==> src/rtl/fx3_read_engine_if.sv <==
// FX3 GPIF-II slave-FIFO read pins plus the downstream sink strobe/backpressure,
// bundled so the engine and its surroundings share one port.
interface fx3_read_engine_if;
    logic        fx3_th1Ready;
    logic [15:0] fx3_databus_in;
    logic        fx3_nRead;
    logic        fx3_nOE;
    logic        fx3_address;
    logic        sink_almostFull;
    logic [15:0] out_data;
    logic        out_valid;

    modport master (
        input  fx3_th1Ready, fx3_databus_in, sink_almostFull,
        output fx3_nRead, fx3_nOE, fx3_address, out_data, out_valid
    );

    modport slave (
        output fx3_th1Ready, fx3_databus_in, sink_almostFull,
        input  fx3_nRead, fx3_nOE, fx3_address, out_data, out_valid
    );
endinterface

==> src/rtl/fx3_read_engine.sv <==
// FX3 thread-1 burst reader: fixed-length read bursts, latency-matched capture pipe.
// Optional FX3_READ_SEQCHECK_EN adds a sticky test-pattern sequence checker (seqError).
module fx3_read_engine #(
    parameter int BURST_LEN    = 256,
    parameter int READ_LATENCY = 2,
    parameter int TURNAROUND   = 2
) (
    input  logic fx3_clock,
    input  logic fx3_nReset,
    input  logic enable,
    output logic busy,
`ifdef FX3_READ_SEQCHECK_EN
    output logic seqError,
`endif
    fx3_read_engine_if.master bus
);
    localparam logic [2:0] IDLE  = 3'd0;
    localparam logic [2:0] SETUP = 3'd1;
    localparam logic [2:0] READ  = 3'd2;
    localparam logic [2:0] DRAIN = 3'd3;
    localparam logic [2:0] PAUSE = 3'd4;
    localparam logic [2:0] TURN  = 3'd5;

    localparam logic [15:0] BURST_END  = 16'(BURST_LEN);
    localparam logic [15:0] BURST_LAST = 16'(BURST_LEN - 1);
    localparam logic [7:0]  DRAIN_LAST = 8'(READ_LATENCY - 1);
    localparam logic [7:0]  TURN_LAST  = 8'(TURNAROUND - 1);

    logic [2:0]              state;
    logic [15:0]             issue_cnt;
    logic [7:0]              wait_cnt;
    logic [READ_LATENCY:1]   vld_pipe;

    assign busy = (state != IDLE);

    // Bus strobes are registered alongside the state so each state's pin levels
    // hold for the whole time the state is occupied.
    always_ff @(posedge fx3_clock) begin
        if (!fx3_nReset) begin
            state           <= IDLE;
            issue_cnt       <= '0;
            wait_cnt        <= '0;
            bus.fx3_nRead   <= 1'b1;
            bus.fx3_nOE     <= 1'b1;
            bus.fx3_address <= 1'b0;
        end else begin
            case (state)
                IDLE: begin
                    if (enable && !bus.fx3_th1Ready && !bus.sink_almostFull) begin
                        state           <= SETUP;
                        bus.fx3_nOE     <= 1'b0;
                        bus.fx3_address <= 1'b1;
                    end
                end
                SETUP: begin
                    state         <= READ;
                    bus.fx3_nRead <= 1'b0;
                end
                READ: begin
                    issue_cnt <= issue_cnt + 16'd1;
                    // Burst end and backpressure share the same exit; DRAIN tells them apart.
                    if (issue_cnt == BURST_LAST || bus.sink_almostFull) begin
                        state         <= DRAIN;
                        bus.fx3_nRead <= 1'b1;
                        wait_cnt      <= '0;
                    end
                end
                DRAIN: begin
                    if (wait_cnt == DRAIN_LAST) begin
                        wait_cnt <= '0;
                        if (issue_cnt == BURST_END) begin
                            state           <= TURN;
                            bus.fx3_nOE     <= 1'b1;
                            bus.fx3_address <= 1'b0;
                        end else begin
                            state <= PAUSE;
                        end
                    end else begin
                        wait_cnt <= wait_cnt + 8'd1;
                    end
                end
                PAUSE: begin
                    if (!bus.sink_almostFull) begin
                        state         <= READ;
                        bus.fx3_nRead <= 1'b0;
                    end
                end
                TURN: begin
                    if (wait_cnt == TURN_LAST) begin
                        state     <= IDLE;
                        issue_cnt <= '0;
                        wait_cnt  <= '0;
                    end else begin
                        wait_cnt <= wait_cnt + 8'd1;
                    end
                end
                default: state <= IDLE;
            endcase
        end
    end

    // Each issued read walks the pipe; the tail marks the cycle its data is on the bus.
    always_ff @(posedge fx3_clock) begin
        if (!fx3_nReset) begin
            vld_pipe      <= '0;
            bus.out_valid <= 1'b0;
            bus.out_data  <= '0;
        end else begin
            vld_pipe[1] <= ~bus.fx3_nRead;
            for (int i = 2; i <= READ_LATENCY; i++) vld_pipe[i] <= vld_pipe[i-1];
            bus.out_valid <= vld_pipe[READ_LATENCY];
            if (vld_pipe[READ_LATENCY]) bus.out_data <= bus.fx3_databus_in;
        end
    end

`ifdef FX3_READ_SEQCHECK_EN
    logic [15:0] expected;
    logic        seq_started;

    // Expected always resyncs to word+1, which equals expected+1 on a match.
    always_ff @(posedge fx3_clock) begin
        if (!fx3_nReset) begin
            seqError    <= 1'b0;
            expected    <= '0;
            seq_started <= 1'b0;
        end else if (vld_pipe[READ_LATENCY]) begin
            seq_started <= 1'b1;
            expected    <= bus.fx3_databus_in + 16'd1;
            if (seq_started && bus.fx3_databus_in != expected) seqError <= 1'b1;
        end
    end
`endif
endmodule

==> src/flat_wrapper.sv <==
// flat-port wrapper written by rule: the top's interface ports become plain ports
module fx3_read_engine_flat 
#(
    parameter int BURST_LEN    = 256,
    parameter int READ_LATENCY = 2,
    parameter int TURNAROUND   = 2
)
  (fx3_clock, fx3_nReset, enable, busy, bus_fx3_th1Ready, bus_fx3_databus_in, bus_sink_almostFull, bus_fx3_nRead, bus_fx3_nOE, bus_fx3_address, bus_out_data, bus_out_valid);
  fx3_read_engine_if bus_i ();
  input  logic fx3_clock;
  input  logic fx3_nReset;
  input  logic enable;
  output logic busy;
  input wire logic [$bits(bus_i.fx3_th1Ready)-1:0] bus_fx3_th1Ready;
  input wire logic [$bits(bus_i.fx3_databus_in)-1:0] bus_fx3_databus_in;
  input wire logic [$bits(bus_i.sink_almostFull)-1:0] bus_sink_almostFull;
  output wire logic [$bits(bus_i.fx3_nRead)-1:0] bus_fx3_nRead;
  output wire logic [$bits(bus_i.fx3_nOE)-1:0] bus_fx3_nOE;
  output wire logic [$bits(bus_i.fx3_address)-1:0] bus_fx3_address;
  output wire logic [$bits(bus_i.out_data)-1:0] bus_out_data;
  output wire logic [$bits(bus_i.out_valid)-1:0] bus_out_valid;
  assign bus_i.fx3_th1Ready = bus_fx3_th1Ready;
  assign bus_i.fx3_databus_in = bus_fx3_databus_in;
  assign bus_i.sink_almostFull = bus_sink_almostFull;
  assign bus_fx3_nRead = bus_i.fx3_nRead;
  assign bus_fx3_nOE = bus_i.fx3_nOE;
  assign bus_fx3_address = bus_i.fx3_address;
  assign bus_out_data = bus_i.out_data;
  assign bus_out_valid = bus_i.out_valid;
  fx3_read_engine #(.BURST_LEN(BURST_LEN), .READ_LATENCY(READ_LATENCY), .TURNAROUND(TURNAROUND)) u_core (.fx3_clock(fx3_clock), .fx3_nReset(fx3_nReset), .enable(enable), .busy(busy), .bus(bus_i));
endmodule
==> config.mk <==
export PLATFORM = sky130hd
export DESIGN_NAME = fx3_read_engine_flat
export DESIGN_NICKNAME = d
export VERILOG_FILES = /design/src/rtl/fx3_read_engine_if.sv /design/src/rtl/fx3_read_engine.sv /design/src/flat_wrapper.sv
export SDC_FILE = /design/constraint.sdc
export NUM_CORES = 1
export LEC_CHECK = 0
export ABC_CLOCK_PERIOD_IN_PS = 2600
export BUFFER_PORTS_ARGS = -buffer_cell sky130_fd_sc_hd__buf_2
export CORE_ASPECT_RATIO = 1.2
export CORE_MARGIN = 3
export CORE_UTILIZATION = 59
export CTS_CLUSTER_DIAMETER = 50
export CTS_CLUSTER_SIZE = 8
export DETAILED_ROUTE_END_ITERATION = 8
export PLACE_DENSITY = 0.83
export SYNTH_ARGS = -nofsm -noshare
export SYNTH_HDL_FRONTEND = slang
export SYNTH_SLANG_ARGS = --single-unit
export TNS_END_PERCENT = 50
==> constraint.sdc <==
create_clock -name fx3_clock -period 2.6 [get_ports fx3_clock]
set_input_delay 0.52 -clock fx3_clock [delete_from_list [all_inputs] [get_ports fx3_clock]]
set_output_delay 0.52 -clock fx3_clock [all_outputs]
set_load 0.005 [all_outputs]
# ---- After elaboration in Yosys (flattened, before gate mapping)
# Index checks and enable logic that the tools add are counted.
dict set report totals {
  register_bits 49
  inputBits 21
  out_inout_bits 21
  elab_cells 66
}
dict set report op_classes {
  n_addsub 2
  eq_ne 14
  mux 23
  bitwise_logic 1
  n_reduce_logical 17
}
# cell n
set ops {}
lappend ops {{$pmux W16 S2} 1}
lappend ops {{$pmux W3 S6} 1}
lappend ops {{$add A16 B1 Y16 const B} 1}
lappend ops {{$eq A16 B8 Y1 const B} 1}
lappend ops {{$eq A16 B9 Y1 const B} 1}
lappend ops {{$mux W16} 1}
lappend ops {{$mux W8} 2}
lappend ops {{$pmux W8 S2} 1}
lappend ops {{$mux W3} 5}
lappend ops {{$ne A2 B1 Y1 const B} 5}
lappend ops {{$mux W1} 9}
lappend ops {{$add A8 B1 Y8 const B} 1}
lappend ops {{$eq A8 B1 Y1 const B} 1}
lappend ops {{$eq A3 B2 Y1 const B} 2}
lappend ops {{$eq A3 B3 Y1 const B} 2}
lappend ops {{$reduce_bool A2 Y1} 3}
lappend ops {{$reduce_bool A3 Y1} 2}
lappend ops {{$reduce_and A5 Y1} 1}
lappend ops {{$pmux W1 S2} 2}
lappend ops {{$reduce_and A2 Y1} 2}
lappend ops {{$reduce_and A4 Y1} 1}
lappend ops {{$eq A3 B1 Y1 const B} 1}
lappend ops {{$logic_not A3 Y1} 1}
lappend ops {{$pmux W1 S3} 1}
lappend ops {{7 further kinds} 9}

# ---- Depth between registers and ports, before layout
dict set report depth {
  word_depth 5
  depth_mapped 7
  mapped_depth_nobuf 6
}

# ---- Worst setup path before layout
# Ideal clock, no wire load.
dict set report synth_timing {
  path_kind {register to register}
  start {register u_core.wait_cnt[0]}
  end {register u_core.issue_cnt[14]}
  setup_time_ns 0.135
  arrival_ns 1.615
  required_time_ns 2.465
  setup_slack_ns 0.850
  stages_incl_launch_ff 7
  path_buffers 1
  synth_period_minus_slack_ns 1.750
  cell_sequence {dfxtp_1 -> ha_1 -> nor4b_4 -> a31oi_1 -> buf_2 -> o311ai_0 -> o41ai_1}
}
dict set report synth_via {
  elab_chain_len 3
}
# element line
set synth_rtl {}
lappend synth_rtl {{start, declared} fx3_read_engine.sv:31} ;# logic [7:0] wait_cnt;
lappend synth_rtl {{start signal, assigned} fx3_read_engine.sv:79} ;# wait_cnt <= wait_cnt + 8'd1;
lappend synth_rtl {{start signal, assigned} fx3_read_engine.sv:94} ;# wait_cnt <= wait_cnt + 8'd1;
lappend synth_rtl {{$eq A8 B1 Y1} fx3_read_engine.sv:89} ;# if (wait_cnt == TURN_LAST) begin
lappend synth_rtl {{$ne A2 B1 Y1 (no line)} --}
lappend synth_rtl {{$reduce_and A2 Y1 (no line)} --}
lappend synth_rtl {{end signal, assigned} fx3_read_engine.sv:60} ;# issue_cnt <= issue_cnt + 16'd1;
lappend synth_rtl {{end, declared} fx3_read_engine.sv:30} ;# logic [15:0] issue_cnt;
# No other way between the ends.
# A chain may end at the register's enable or synchronous reset.

# ---- Worst setup path in the final report
dict set report layout_timing {
  start {register u_core.wait_cnt[1]}
  end {register u_core.issue_cnt[14]}
}
# The elaborated chain is that of the path after synthesis.

==> metrics.txt <==
status=completed; # rows=24; synthesized cell area=around 2300 um2; ANT cells=0; VDD IR max=0.000432 V; register area=981 um2; critical path endpoint=u_core.issue_cnt[14]; max incr delay on CP=1000 ps; FF+latch count, synth=approximately 50; CTS H-tree depth=2; RR Startpoint=u_core.wait_cnt[1]; Fillers=about 310; Post-Route WL=approximately 5000 um; Placed Area=between 2000 and 3000 um2; Warnings, synthesis=0; share of layout cells above drive strength 1=about a fifth; post-layout min period=about 2200 ps; post-route antenna net violation count=0; CP Launch Type=register; Root Driver=clkbuf_8; gpl congestion=0.914; top cell type's share of synthesized area=approximately 42%; I/O pin count=42; initial antenna violation count=0; via-per-instance ratio=5.86; area taken by multi-input logic gates=between 1000 and 1500 um2; sequential share of the synthesized area=between 40% and 50%; Die Span Y=about 75 um; Post-synth EDFFs=0; Crit. End Element=register; P&R area growth vs syn=15.7%; Synth area leader=dfxtp_1; CTS tree=yes; R2R depth=6; Skew-Pair Late Insertion Delay=around 300 ps; Syn Nets=between 200 and 300; die area=between 4000 and 5000 um2; most frequent cell after synthesis=dfxtp_1; endpoints failing hold=0; largest net degree at the start of global routing=28; FF-to-FF setup slack=~380 ps; DRT iter0 DRCs=150; # Post-CTS Setup Buffers=0; global-route wire length before repair=about 8700 um; die width=63.2 um; clock sink count=49; CTS Hold Bufs=0; Setup TNS=0 ps; DRC Markers=0; final period utilization=a little under nine tenths; Slew headroom=between 10% and 20%; CTS buffer count=5; ys flop type=dfxtp_1; Worst-path clk slew=~90 ps; fmax=roughly 450 MHz; final instance area=~2700 um2; CP Cell Sequence=inv_1 -> ha_1 -> nor4b_4 -> a31oi_1 -> o311ai_0 -> o41ai_1; Avg WL per Cell=around 14 um; critical path class=reg2reg; Slew @ Worst Pin=approximately 1200 ps; HP Start=u_core.vld_pipe[1]; RSZ-0062 raised after global routing=false; Initial Util=62.7%; vias in the first global route=1,961; skew final=8.68 ps; clock buffer depth=2; max_cap viols=0; Final HPWL DP=~3700 um; slowest CP cell=a31oi_1; setup violators final=0; core footprint=around 3700 um2; Pre-antenna DRT Iters=5; Lkg Pwr=~1.0 nW; Post-Syn Area per Cell=between 8 and 9 um2; count of pins over their slew limit=0; launch point of the worst path=u_core.wait_cnt[1]; Max FO, Critical Path=17; Crit Reg-Reg Endpoint=u_core.issue_cnt[14]; hold slack=around 440 ps; DR vias=~2,100; Resized cells post-CTS=0; synth unique cells=46; ys async rst share=0%; Buffers on Ports=41; All-Layer GR Usage=between 20% and 30%; worst hold path class=reg2reg; worst path arrival time=2420 ps; Pwr Density=~620 nW/um2; Synth area leaders=dfxtp_1 42%, mux2i_1 8.2%, nor2_1 4.1%; grt ovf=0; list of most frequent post-synthesis cells=49 x dfxtp_1, 25 x nor2_1, 19 x mux2i_1, 18 x nand2_1, 17 x a21oi_1; CP required=roughly 2800 ps; Final nets=around 330; Syn Inst Count=260
==> placed cells by master, fill, tap and decap left out, drive strengths merged, types with 4 or more instances in the layout <==
| cell type | Yosys | final |
|---|---|---|
| a21oi | 17 | 17 |
| a311oi | 6 | 6 |
| and3 | 5 | 5 |
| buf | 6 | 47 |
| clkbuf | 6 | 6 |
| dfxtp | 49 | 49 |
| ha | 4 | 4 |
| inv | 11 | 11 |
| mux2i | 19 | 19 |
| nand2 | 18 | 18 |
| nand2b | 8 | 8 |
| nand3 | 10 | 10 |
| nand4 | 4 | 4 |
| nor2 | 25 | 25 |
| nor3 | 5 | 5 |
| nor4 | 7 | 7 |
| o21ai | 8 | 8 |
| o31ai | 6 | 6 |
| or4 | 6 | 6 |
==> power breakdown <==
part / switching, mW / total [mW] / internal [mW]
Sequential: 0.0585 / 0.854 / 0.796
Clock: 0.257 / 0.473 / 0.216
Combinational: 0.188 / 0.346 / 0.158
==> per-layer routing <==
| layer | share of wire, % | up-vias | GRT usage (%) |
|---|---|---|---|
| met5 | 0 | - | 0 |
| met4 | 1.7 | 0 | 9.11 |
| met3 | 5.2 | 11 | 5.82 |
| met2 | 51 | 52 | 41.6 |
| met1 | 42 | 981 | 26.5 |
| li1 | - | 1038 | - |
==> cell families after synthesis <==
logic type	count (synthesis)	synth area share [%]
xor+xnor	5	1.89
flops	49	42.4
buf+inv	23	3.89
mux	19	8.21
compound gates	54	15.9
fa+ha+maj	4	2.16
simple gates	106	25.6
==> how the worst min path moves through the flow <==
stage                              endpoint  slack, ps  cells past startpoint
global placement         u_core.vld_pipe[2]        410                      1
global route         u_core.bus.out_data[2]        450                      3
finish                   u_core.vld_pipe[2]        440                      1
detailed placement       u_core.vld_pipe[2]        420                      1
floorplan                u_core.vld_pipe[2]        410                      1
CTS                 u_core.bus.out_data[12]        440                      3
==> per-stage QoR <==
step / instances / power, mW / util, % / setup WS, ps
after floorplan: 260 / 1.10 / - / 850
after global placement: 347 / 1.21 / 69.9 / 486
after detailed placement: 347 / 1.22 / 69.9 / 401
after CTS: 355 / 1.69 / 72.5 / 365
after global routing: 355 / 1.76 / 72.5 / 155
final: 355 / 1.67 / 72.5 / 383
==> worst max-delay path: cells and delay by family (launching register included) <==
family                     cells  cell delay (ps)
DFF                            1              360
adders and majority gates      1              180
buffers and inverters          1               70
and+or+nand+nor                1              140
AOI/OAI and AO/OA              3             1380
==> layout make-up <==
cell class	instances	area share, %
clock buffers	6	3.08
clock inverters	2	0.514
inverters	11	1.54
multi-input cells	188	46.5
flip-flops and latches	49	36.6
well taps	52	2.43
repair buffers	47	9.34
==> flip-flops by register name, indices dropped and copies added, names as in the netlist <==
register / count
u_core.state: 3
u_core.bus.out_data: 16
u_core.bus.fx3_nRead: 1
u_core.bus.out_valid: 1
u_core.issue_cnt: 16
u_core.bus.fx3_address: 1
u_core.wait_cnt: 8
u_core.vld_pipe: 2
u_core.bus.fx3_nOE: 1
No activity file was read; power rests on OpenSTA's default activity.
